<file path="src/rtl/lvdc_acc_capture.sv">
// LVDC accumulator serial capture: synchronizes WDA/PBV/AI3V, frames 26-bit words, buffers them in a FWFT FIFO.
// Optional inter-edge watchdog enabled by defining LVDC_CAPTURE_TIMEOUT_EN.
module lvdc_acc_capture #(
    parameter int FIFO_DEPTH     = 4,
    parameter int SYNC_STAGES    = 2,
    parameter int TIMEOUT_CYCLES = 4096
) (
    input  logic        CLK,
    input  logic        RST,
    input  logic        WDA,
    input  logic        PBV,
    input  logic        AI3V,
    output logic [25:0] WORD,
    output logic        WORD_VALID,
    input  logic        WORD_READY,
    output logic        OVERFLOW,
    input  logic        OVF_CLR,
    output logic        FRAME_ERR
);

    localparam int AW = $clog2(FIFO_DEPTH);
    localparam int CW = AW + 1;

    typedef enum logic [1:0] {
        ST_IDLE,
        ST_SYNC,
        ST_DATA
    } state_t;

    // ------------------------------------------------------------------
    // Input synchronizers and WDA edge detection
    // ------------------------------------------------------------------
    logic [SYNC_STAGES-1:0] wda_sync_q, pbv_sync_q, ai3v_sync_q;
    logic                   wda_prev_q;
    logic                   pbv_prev_q, pbv_prev_d;
    logic                   wda_s, pbv_s, ai3v_s;
    logic                   wda_edge, pbv_rise;

    // NOTE: sequential state uses non-blocking assignments so every flop samples pre-edge values.
    always_ff @(posedge CLK or posedge RST) begin
        if (RST) begin
            wda_sync_q  <= '0;
            pbv_sync_q  <= '0;
            ai3v_sync_q <= '0;
            wda_prev_q  <= 1'b0;
            pbv_prev_q  <= 1'b0;
        end else begin
            wda_sync_q  <= {wda_sync_q[SYNC_STAGES-2:0], WDA};
            pbv_sync_q  <= {pbv_sync_q[SYNC_STAGES-2:0], PBV};
            ai3v_sync_q <= {ai3v_sync_q[SYNC_STAGES-2:0], AI3V};
            wda_prev_q  <= wda_s;
            pbv_prev_q  <= pbv_prev_d;
        end
    end

    assign wda_s      = wda_sync_q[SYNC_STAGES-1];
    assign pbv_s      = pbv_sync_q[SYNC_STAGES-1];
    assign ai3v_s     = ai3v_sync_q[SYNC_STAGES-1];
    assign wda_edge   = wda_s & ~wda_prev_q;
    assign pbv_rise   = wda_edge & pbv_s & ~pbv_prev_q;
    assign pbv_prev_d = wda_edge ? pbv_s : pbv_prev_q;

    // ------------------------------------------------------------------
    // Optional inter-edge watchdog
    // ------------------------------------------------------------------
    state_t state_q, state_d;
    logic   timeout;

`ifdef LVDC_CAPTURE_TIMEOUT_EN
    localparam int TW = $clog2(TIMEOUT_CYCLES + 1);
    logic [TW-1:0] timer_q, timer_d;

    always_comb begin
        timer_d = '0;
        timeout = 1'b0;
        if (state_q != ST_IDLE && !wda_edge) begin
            if (timer_q == TW'(TIMEOUT_CYCLES - 1)) begin
                timeout = 1'b1;
            end else begin
                timer_d = timer_q + TW'(1);
            end
        end
    end

    always_ff @(posedge CLK or posedge RST) begin
        if (RST) begin
            timer_q <= '0;
        end else begin
            timer_q <= timer_d;
        end
    end
`else
    logic unused_timeout_cfg;
    assign unused_timeout_cfg = (TIMEOUT_CYCLES != 0);
    assign timeout            = 1'b0;
`endif

    // ------------------------------------------------------------------
    // Frame FSM
    // ------------------------------------------------------------------
    logic [4:0]  cnt_q, cnt_d;
    logic [25:0] shift_q, shift_d;
    logic [25:0] push_word;
    logic        push;
    logic        frame_err_q, frame_err_d;

    assign push_word = {shift_q[24:0], ai3v_s};

    // NOTE: every output of this block gets a default first so no path leaves a latch.
    always_comb begin
        state_d     = state_q;
        cnt_d       = cnt_q;
        shift_d     = shift_q;
        frame_err_d = 1'b0;
        push        = 1'b0;
        unique case (state_q)
            ST_IDLE: begin
                if (pbv_rise) begin
                    state_d = ST_SYNC;
                    shift_d = '0;
                end
            end
            ST_SYNC: begin
                if (pbv_rise) begin
                    frame_err_d = 1'b1;
                end else if (wda_edge) begin
                    state_d = ST_DATA;
                    cnt_d   = 5'd26;
                end
            end
            ST_DATA: begin
                // A new frame strobe beats completion of the current word.
                if (pbv_rise) begin
                    state_d     = ST_SYNC;
                    frame_err_d = 1'b1;
                    cnt_d       = '0;
                    shift_d     = '0;
                end else if (wda_edge) begin
                    shift_d = push_word;
                    cnt_d   = cnt_q - 5'd1;
                    if (cnt_q == 5'd1) begin
                        push    = 1'b1;
                        state_d = ST_IDLE;
                        shift_d = '0;
                    end
                end
            end
            default: state_d = ST_IDLE;
        endcase
        if (timeout) begin
            state_d     = ST_IDLE;
            frame_err_d = 1'b1;
            cnt_d       = '0;
            shift_d     = '0;
        end
    end

    always_ff @(posedge CLK or posedge RST) begin
        if (RST) begin
            state_q     <= ST_IDLE;
            cnt_q       <= '0;
            shift_q     <= '0;
            frame_err_q <= 1'b0;
        end else begin
            state_q     <= state_d;
            cnt_q       <= cnt_d;
            shift_q     <= shift_d;
            frame_err_q <= frame_err_d;
        end
    end

    assign FRAME_ERR = frame_err_q;

    // ------------------------------------------------------------------
    // First-word-fall-through FIFO and overflow flag
    // ------------------------------------------------------------------
    logic [25:0]   mem_q [FIFO_DEPTH];
    logic [AW-1:0] wr_ptr_q, wr_ptr_d, rd_ptr_q, rd_ptr_d;
    logic [CW-1:0] count_q, count_d;
    logic          overflow_q, overflow_d;
    logic          fifo_full, pop, push_ok, ovf_evt;

    assign fifo_full  = (count_q == CW'(FIFO_DEPTH));
    assign WORD_VALID = (count_q != '0);
    assign pop        = WORD_VALID & WORD_READY;
    assign push_ok    = push & (~fifo_full | pop);
    assign ovf_evt    = push & fifo_full & ~pop;

    always_comb begin
        wr_ptr_d   = wr_ptr_q;
        rd_ptr_d   = rd_ptr_q;
        count_d    = count_q;
        overflow_d = overflow_q;
        if (push_ok) wr_ptr_d = wr_ptr_q + AW'(1);
        if (pop)     rd_ptr_d = rd_ptr_q + AW'(1);
        if (push_ok && !pop)      count_d = count_q + CW'(1);
        else if (!push_ok && pop) count_d = count_q - CW'(1);
        if (ovf_evt)      overflow_d = 1'b1;
        else if (OVF_CLR) overflow_d = 1'b0;
    end

    always_ff @(posedge CLK or posedge RST) begin
        if (RST) begin
            wr_ptr_q   <= '0;
            rd_ptr_q   <= '0;
            count_q    <= '0;
            overflow_q <= 1'b0;
        end else begin
            wr_ptr_q   <= wr_ptr_d;
            rd_ptr_q   <= rd_ptr_d;
            count_q    <= count_d;
            overflow_q <= overflow_d;
        end
    end

    // NOTE: storage is left unreset; the empty count gates WORD, so stale entries are never visible.
    always_ff @(posedge CLK) begin
        if (push_ok) mem_q[wr_ptr_q] <= push_word;
    end

    assign WORD     = WORD_VALID ? mem_q[rd_ptr_q] : '0;
    assign OVERFLOW = overflow_q;

endmodule
</file>
<file path="config.mk">
export PLATFORM = sky130hd
export DESIGN_NAME = lvdc_acc_capture
export DESIGN_NICKNAME = d
export VERILOG_FILES = /design/src/rtl/lvdc_acc_capture.sv
export SDC_FILE = /design/constraint.sdc
export NUM_CORES = 1
export LEC_CHECK = 0
export CORE_MARGIN = 5
export CORE_UTILIZATION = 55
export CTS_CLUSTER_SIZE = 40
export DETAILED_ROUTE_END_ITERATION = 12
export GPL_TIMING_DRIVEN = 0
export PLACE_DENSITY = 0.75
export SLEW_MARGIN = 20
export SYNTH_ARGS = -nofsm -noshare
export SYNTH_HDL_FRONTEND = slang
export SYNTH_SLANG_ARGS = --single-unit
</file>
<file path="constraint.sdc">
create_clock -name CLK -period 7.3 [get_ports CLK]
set_input_delay 0.73 -clock CLK [delete_from_list [all_inputs] [get_ports CLK]]
set_output_delay 0.73 -clock CLK [all_outputs]
set_load 0.1 [all_outputs]
</file>
==> After elaboration in Yosys (flattened, before gate mapping) <==
Memories as Yosys holds them, arrays and structs flattened.
Index checks and enable logic that the tools add are counted.
{ "word_totals": {"ff_bits": 49, "ramBits": 104, "input_bits": 7, "memories": 1} }
{ "mem_list": {"columns": ["memory", "depth", "width", "read_ports", "rd_clocked_by_memory_dff", "write_ports", "line", "text"], "rows": [
  ["mem_q", 4, 26, 1, 0, 1, "177", "logic [25:0] mem_q [FIFO_DEPTH];"]
]} }
{ "op_classes": {"n_addsub": 5, "n_eq_ne": 9, "mux": 30, "n_bitwise": 12, "reduce_logical": 14} }
{ "op_table": {"columns": ["cell", "count"], "rows": [
  ["$mux W25", 4],
  ["$pmux W25 S2", 1],
  ["$mux W26", 1],
  ["$mux W5", 4],
  ["$mux W2", 6],
  ["$mux W1", 10],
  ["$pmux W5 S2", 1],
  ["$reduce_bool A2 Y1", 4],
  ["$and A1 B1 Y1", 7],
  ["$mux W3", 2],
  ["$ne A2 B2 Y1 const B", 3],
  ["$ne A3 B3 Y1 const B", 2],
  ["$pmux W2 S3", 1],
  ["$eq A5 B1 Y1 const B", 1],
  ["$reduce_and A5 Y1", 1],
  ["$sub A5 B1 Y5 const B", 1],
  ["$add A2 B1 Y2 const B", 2],
  ["$not A1 Y1", 4],
  ["$reduce_and A4 Y1", 1],
  ["$add A3 B1 Y3 const B", 1],
  ["$eq A3 B3 Y1 const B", 1],
  ["$reduce_and A3 Y1", 1],
  ["$reduce_bool A3 Y1", 1],
  ["$sub A3 B1 Y3 const B", 1],
  ["other kinds (7)", 9]
]} }

==> Longest topological paths before layout <==
Gate-level depths: netlist of the first run.
{ "logic_depth": {"word_depth": 11, "mapped_depth": 10, "mapped_depth_nobuf": 10} }

==> Worst setup path after synthesis of the first run <==
No wires, ideal clock.
{ "synth_path": {"kind": "reg2out", "start": "register count_q[0]", "end": "output WORD[16]", "t_arrival_ns": 2.396, "path_slack_ns": 4.174, "stages_incl_launch_ff": 4, "path_buffers": 1, "path_cell_list": "dfrtp_1 -> or3_1 -> clkbuf_1 -> and2_1"} }
{ "synth_via": {"elab_chain_len": 2} }
{ "synth_rtl": {"columns": ["element", "line", "text"], "rows": [
  ["from (decl)", "179", "logic [CW-1:0] count_q, count_d;"],
  ["from (signal assigned)", "211", "count_q <= count_d;"],
  ["$reduce_bool A3 Y1", "184", "assign WORD_VALID = (count_q != '0);"],
  ["net WORD_VALID", "14", "output logic WORD_VALID,"],
  ["$mux W26", "221", "assign WORD = WORD_VALID ? mem_q[rd_ptr_q] : '0;"],
  ["to (decl)", "13", "output logic [25:0] WORD,"]
]} }
The timed path passes the listed nets, and every way through them passes these cells.

==> Worst setup path in the final report of the first run <==
{ "layout_path": {"start": "register count_q[0]", "end": "output WORD[14]"} }
{ "layout_via": {"elab_chain_len": 2} }
{ "layout_rtl": {"columns": ["element", "line"], "rows": [
  ["$reduce_bool A3 Y1", "184"],
  ["$mux W26", "221"]
]} }
No other way between the ends.

==> results of run 1 <==
==> power by group <==
part           internal (mW)  switching [mW]
sequential             0.973          0.0525
combinational          0.408           0.897
clock                  0.485           0.324
total                   1.87            1.27
==> kinds of logic (layout without fill, tap and decap cells) <==
logic type / Yosys count / in the layout / share of synthesized area, %
multiplexers: 33 / 33 / 10.9
AND/OR/NAND/NOR: 57 / 57 / 6.49
adder cells (fa/ha/maj): 12 / 12 / 2.59
XOR/XNOR: 6 / 6 / 0.862
AO/OA/AOI/OAI: 46 / 46 / 5.83
flip-flops: 153 / 153 / 71.3
buffers and inverters: 27 / 97 / 1.97
==> area by class of cell <==
class | instances | area share [%]
Clock inverter | 12 | 1.76
Tap cell | 140 | 2.41
Clock buffer | 20 | 5.86
Timing Repair Buffer | 38 | 5.86
Buffer | 17 | 1.14
Multi-Input combinational cell | 154 | 22.5
Inverter | 10 | 0.517
Sequential cell | 153 | 60.0
==> worst register-to-register path: cells and delay by family (launching register included) <==
kind,cells,cell delay (ns)
XOR/XNOR,2,0.31
buffers and inverters,2,0.16
AND/OR/NAND/NOR,3,0.93
adder cells (fa/ha/maj),3,0.78
flip-flops,1,0.39
==> per-stage QoR <==
stage	hold slack (ns)	utilization, %	power, mW	setup WS [ns]	instance area [um^2]
after global routing	0.371	66.9	3.29	3.02	7250
after CTS	0.361	66.9	3.17	3.19	7250
after floorplan	0.331	-	2.08	4.17	6100
final	0.356	66.9	3.14	3.27	7250
after detailed placement	0.340	61.8	2.36	3.78	6700
after global placement	0.333	61.1	2.34	3.81	6620
==> layer usage <==
| metal | global-route usage (%) | wire (um) |
|---|---|---|
| met5 | 0 | 0 |
| met4 | 4.69 | 123 |
| met3 | 5.95 | 416 |
| met2 | 29.1 | 5400 |
| met1 | 23.1 | 4380 |
==> layout by cell type (no fill, tap or decap), types with 2 or more instances in the layout <==
master	count
a21oi_1	5
a22o_1	25
a31oi_1	2
and2_1	27
and2_2	4
buf_16	2
buf_2	3
buf_4	4
bufinv_16	2
clkbuf_1	13
clkbuf_16	16
clkdlybuf4s50_1	35
clkinv_2	3
clkinv_4	2
clkinvlp_4	3
dfrtp_1	49
edfxtp_1	104
ha_1	11
inv_1	8
inv_2	2
mux2_1	3
mux2i_1	2
mux4_2	26
nand2_1	3
nand3_1	3
nand4_1	2
nor2_1	4
nor2b_1	3
nor3b_1	2
o21a_1	2
o21ai_0	2
o21ai_1	2
o22ai_1	2
xnor2_1	4
xor2_1	2
==> final timing paths <==
kind / start / endpoint / slack [ns] / cells after the start
max: count_q[0] / WORD[14] / 3.27 / 5
min: wda_sync_q[0] / wda_sync_q[1] / 0.36 / 0
max reg2reg: cnt_q[1] / count_q[2] / 4.65 / 10
min reg2reg: wda_sync_q[0] / wda_sync_q[1] / 0.36 / 0
max in group asynchronous: RST / rd_ptr_q[0] / 6.18 / 3
min in group asynchronous: RST / shift_q[10] / 0.58 / 2
==> sequential cells by signal, summed over array words and instances, names as in the netlist <==
register,count
wr_ptr_q,2
OVERFLOW,1
wda_prev_q,1
count_q,3
shift_q,25
wda_sync_q,2
pbv_prev_q,1
state_q,2
pbv_sync_q,2
FRAME_ERR,1
mem_q,104
cnt_q,5
ai3v_sync_q,2
rd_ptr_q,2
==> impl_metrics.toml, run 1 <==
[grt]
grt-ovfl-total = 0
antenna_found_initial = 0
grt_use_total_pct = 17.8
grt_pass1_vias = 3265
grt_max_degree = 28
grt_pass1_wl_um = 17500

[critical_path]
critPathTopFamily = "buffers and inverters"
worstSetupPathType = "flip-flop to output pin"
cp_slowest_cell = "clkdlybuf4s50_1"
max_stage_delay_ns = 1.14
cp.required_ns = 6.57
crit_path_end_kind = "output pin"
crit_chain = "or3_1 -> clkbuf_1 -> clkbuf_1 -> and2_1 -> clkdlybuf4s50_1"
cp.arrival_ns = 3.30
critPathBufInv = 3
startpoint_type = "flip-flop"
path_max_fanout = 10
path_common_cell = "clkbuf_1"

[yosys]
yosysTopAreaCell = "edfxtp_1"
yosysWarnings = 0
synth_area_leaders = "edfxtp_1, dfrtp_1, mux4_2"
synthCells = 334
yosys_most_used_dff = "edfxtp_1"
synth_area_um2 = 6100
synth_edf_count = 104
synthTopCellsByCount = "edfxtp_1, dfrtp_1, and2_1"
yosysMostFrequentCell = "edfxtp_1"
syn_nets = 353
synth_top_area_share_pct = 51.2
synthArstFlopShare_pct = 32.0
avgSynthCellArea_um2 = 18.3
ys_seq_area_share_pct = 71.3
synth-seq-cells = 153
synth.distinct_cells = 45

[placed_design]
dp_cells = 512
gp_congestion = 0.836
hpwl_um = 6370
portBuffers = 35

[finish]
multiInputGateArea_um2 = 1630
nFillCells = 717
regArea_um2 = 4350
drive_gt1_share_pct = 19.6
layout.nets = 410
area_delta_synth_final_pct = 19.0
diodes = 0
stdcell_count = 544

[clock_network]
cts_root_buf = "clkbuf_8"
clkLatencyLatePin_ns = 0.52
cts.sinks = 153
htree_num_levels = 4
postCtsSetupBuffers = 0
cts_tree = "done"
postCtsResizedCells = 0
clock_path_buffers = 2
hold_buffers = 0
clkTransAtPathRegs_ns = 0.06
numCtsBuffers = 17

[routing]
drt-total-wl_um = 10300
dr.pass1.iters = 4
first_iter_violations = 221
drc = 0
avgRoutedWirePerCell_um = 19.0
ant_nets = 0
vias_per_cell = 5.68
vias = 3092

[timing]
maxSlewViolCount = 0
max_slew_margin_pct = 34.5
hold_viol_final = 0
post-route-period-util_pct = 55.2
rsz0062_at_grt = "no"
fmax_mhz = 248
fin_setup_tns_ns = 0
worst_slew_pin_slew_ns = 0.979
clock_skew_ns = 0.00921
fin_crit_ns = 4.03
setup_viol = 0

[floorplanning]
row_count = 38
start_util_pct = 56.2
io_pins = 36
die_h_um = 115
die_area_um2 = 13300
core_area_um2 = 10800
die_w_um = 115

[status]
status = "complete, no violations"

[job]
drv_cap = 0

[power_and_ir_drop]
leakage_nw = 2.82
p_per_area_nw_per_um2 = 433
vdd_ir_drop_max_mv = 0.341

[worst_hold_path]
min_path_type = "flip-flop to flip-flop"
No activity file was read; power rests on OpenSTA's default activity.
==> run 2: changes to the inputs <==
==> constraint.sdc (replaced) <==
create_clock -name CLK -period 4.05 [get_ports CLK]
set_input_delay 0.405 -clock CLK [delete_from_list [all_inputs] [get_ports CLK]]
set_output_delay 0.405 -clock CLK [all_outputs]
set_load 0.1 [all_outputs]
==> results of run 2 <==
Same layout as run 1 (identical final DEF). Status: complete, no violations.
Among the figures that moved: setup slack after placement 3.78 ns -> 0.860 ns; setup slack after layout 3.27 ns -> 0.349 ns; hold slack 0.356 ns -> 0.255 ns; register-to-register setup slack 4.65 ns -> 1.40 ns; total power 3.14 mW -> 5.66 mW; worst IR drop on VDD 0.341 mV -> 0.614 mV
==> run 3: changes to the inputs <==
--- a/config.mk
+++ b/config.mk
@@ -7,9 +7,9 @@
 export LEC_CHECK = 0
 export CORE_MARGIN = 5
 export CORE_UTILIZATION = 55
+export CTS_CLUSTER_DIAMETER = 80
 export CTS_CLUSTER_SIZE = 40
 export DETAILED_ROUTE_END_ITERATION = 12
-export GPL_TIMING_DRIVEN = 0
 export PLACE_DENSITY = 0.75
 export SLEW_MARGIN = 20
 export SYNTH_ARGS = -nofsm -noshare
==> impl_metrics.toml, run 3 (synthesized netlist as in run 1, its figures left out) <==
[timing]
worst_slew_pin_slew_ns = 1.06
max_slew_margin_pct = 28.8
fin_setup_tns_ns = 0
fin_crit_ns = 2.96
hold_viol_final = 0
post-route-period-util_pct = 73.0
setup_viol = 0
fmax_mhz = 338
rsz0062_at_grt = "no"
clock_skew_ns = 0.00761
maxSlewViolCount = 0

[critical_path]
path_max_fanout = 28
reg2regPathDepth = 10
cp.arrival_ns = 2.55
crit_path_end_kind = "output pin"
cp.required_ns = 3.64
startpoint_type = "flip-flop"
worstSetupPathType = "flip-flop to output pin"

[routing]
dr.pass1.iters = 4
ant_nets = 0
vias = 3070
avgRoutedWirePerCell_um = 19.7
drc = 0
drt-total-wl_um = 10400
first_iter_violations = 197
vias_per_cell = 5.79

[status]
status = "complete, no violations"

[floorplanning]
row_count = 38
start_util_pct = 56.2
die_w_um = 115
die_h_um = 115
io_pins = 36
die_area_um2 = 13300
core_area_um2 = 10800

[grt]
antenna_found_initial = 0
grt-ovfl-total = 0
grt_use_total_pct = 17.5
grt_max_degree = 30
grt_pass1_wl_um = 17100
grt_pass1_vias = 3204

[clock_network]
cts_tree = "done"
postCtsSetupBuffers = 0
clkLatencyLatePin_ns = 0.52
cts.sinks = 153
clkTransAtPathRegs_ns = 0.06
numCtsBuffers = 17
postCtsResizedCells = 0
htree_num_levels = 4
clock_path_buffers = 2
hold_buffers = 0
cts_root_buf = "clkbuf_8"

[finish]
postLayoutCoreUtil_pct = 65.5
drive_gt1_share_pct = 25.6
layout_common_cells = "edfxtp_1, dfrtp_1, buf_4"
largest_registers = "mem_q x104, shift_q x25, cnt_q x5"
layout.cells.most_common = "edfxtp_1"
largest_register_ffs = 104
top_register = "mem_q"
diodes = 0
layout.nets = 396
area_delta_synth_final_pct = 16.5
nFillCells = 749

[placed_design]
gp_congestion = 0.766
hpwl_um = 6140
portBuffers = 35

[power_and_ir_drop]
p_clk_share_pct = 27.3
p_comb_share_pct = 38.3
switching_share_pct = 40.4
p_sw_mw = 2.28
total_power_mw = 5.64
p_per_area_nw_per_um2 = 794
vdd_ir_drop_max_mv = 0.535
power_frac_seq_pct = 34.4
p_int_mw = 3.36
leakage_nw = 2.83

[job]
drv_cap = 0

[worst_hold_path]
min_path_type = "input port to asynchronous set/reset pin"
## run 3: changes by cell type in the layout (fill, tap and decap cells not counted), moves of 2 or more
cell,before,now
buf_4,4,33
clkdlybuf4s50_1,35,8
clkbuf_1,13,2
and2_1,27,31
and2_2,4,0
buf_2,3,0
buf_16,2,0
clkinv_4,2,0
## run 3: power groups by stage
stage	combinational (mW)	clock, mW	sequential (mW)
after global placement	2.16	0	1.97
final	2.16	1.54	1.94
after detailed placement	2.18	0	1.98
after CTS	2.18	1.57	1.95
after floorplan	1.89	0	1.86
after global routing	2.26	1.64	1.97
## run 3: stage by stage
step           cell area [um^2]  hold WS [ns]  setup slack, ns  std cells
2_1_floorplan              6100         0.331             1.25        334
3_3_place_gp               6520         0.336             1.29        498
4_1_cts                    7100         0.228            0.989        530
6_report                   7100         0.235             1.09        530
3_5_place_dp               6520         0.337             1.22        498
5_1_grt                    7100         0.267            0.881        530
## run 3: final cells by class
type	count	area, um^2	area share (%)
sequential	153	4350	61.3
inverter	10	37.5	0.529
multi-input combinational	154	1630	22.9
tap	140	175	2.47
clock buffer	20	435	6.13
clock inverter	12	146	2.06
timing repair buffer	41	328	4.62
## run 3: final timing paths
| path | start | end | slack [ns] |
|---|---|---|---|
| max | rd_ptr_q[0] | WORD[14] | 1.09 |
| min | RST | shift_q[11] | 0.24 |
| max reg2reg | state_q[0] | count_q[2] | 1.20 |
| min reg2reg | wda_sync_q[0] | wda_sync_q[1] | 0.35 |
| max in group asynchronous | RST | cnt_q[2] | 3.04 |
| min in group CLK | WDA | wda_sync_q[0] | 0.33 |
## run 3: worst max-delay path: stages (launching register included)
cell and delay (ns):
dfrtp_2 1.00, mux4_2 0.60, and2_1 0.20, buf_4 0.24
## run 3: layer usage
metal,part of all wire (%),global-route usage [%],vias to the layer above
met2,52,28.9,83
li1,-,-,1374
met1,41,22.1,1596
met3,5.0,4.84,17
met5,0,0,-
met4,1.9,6.96,0
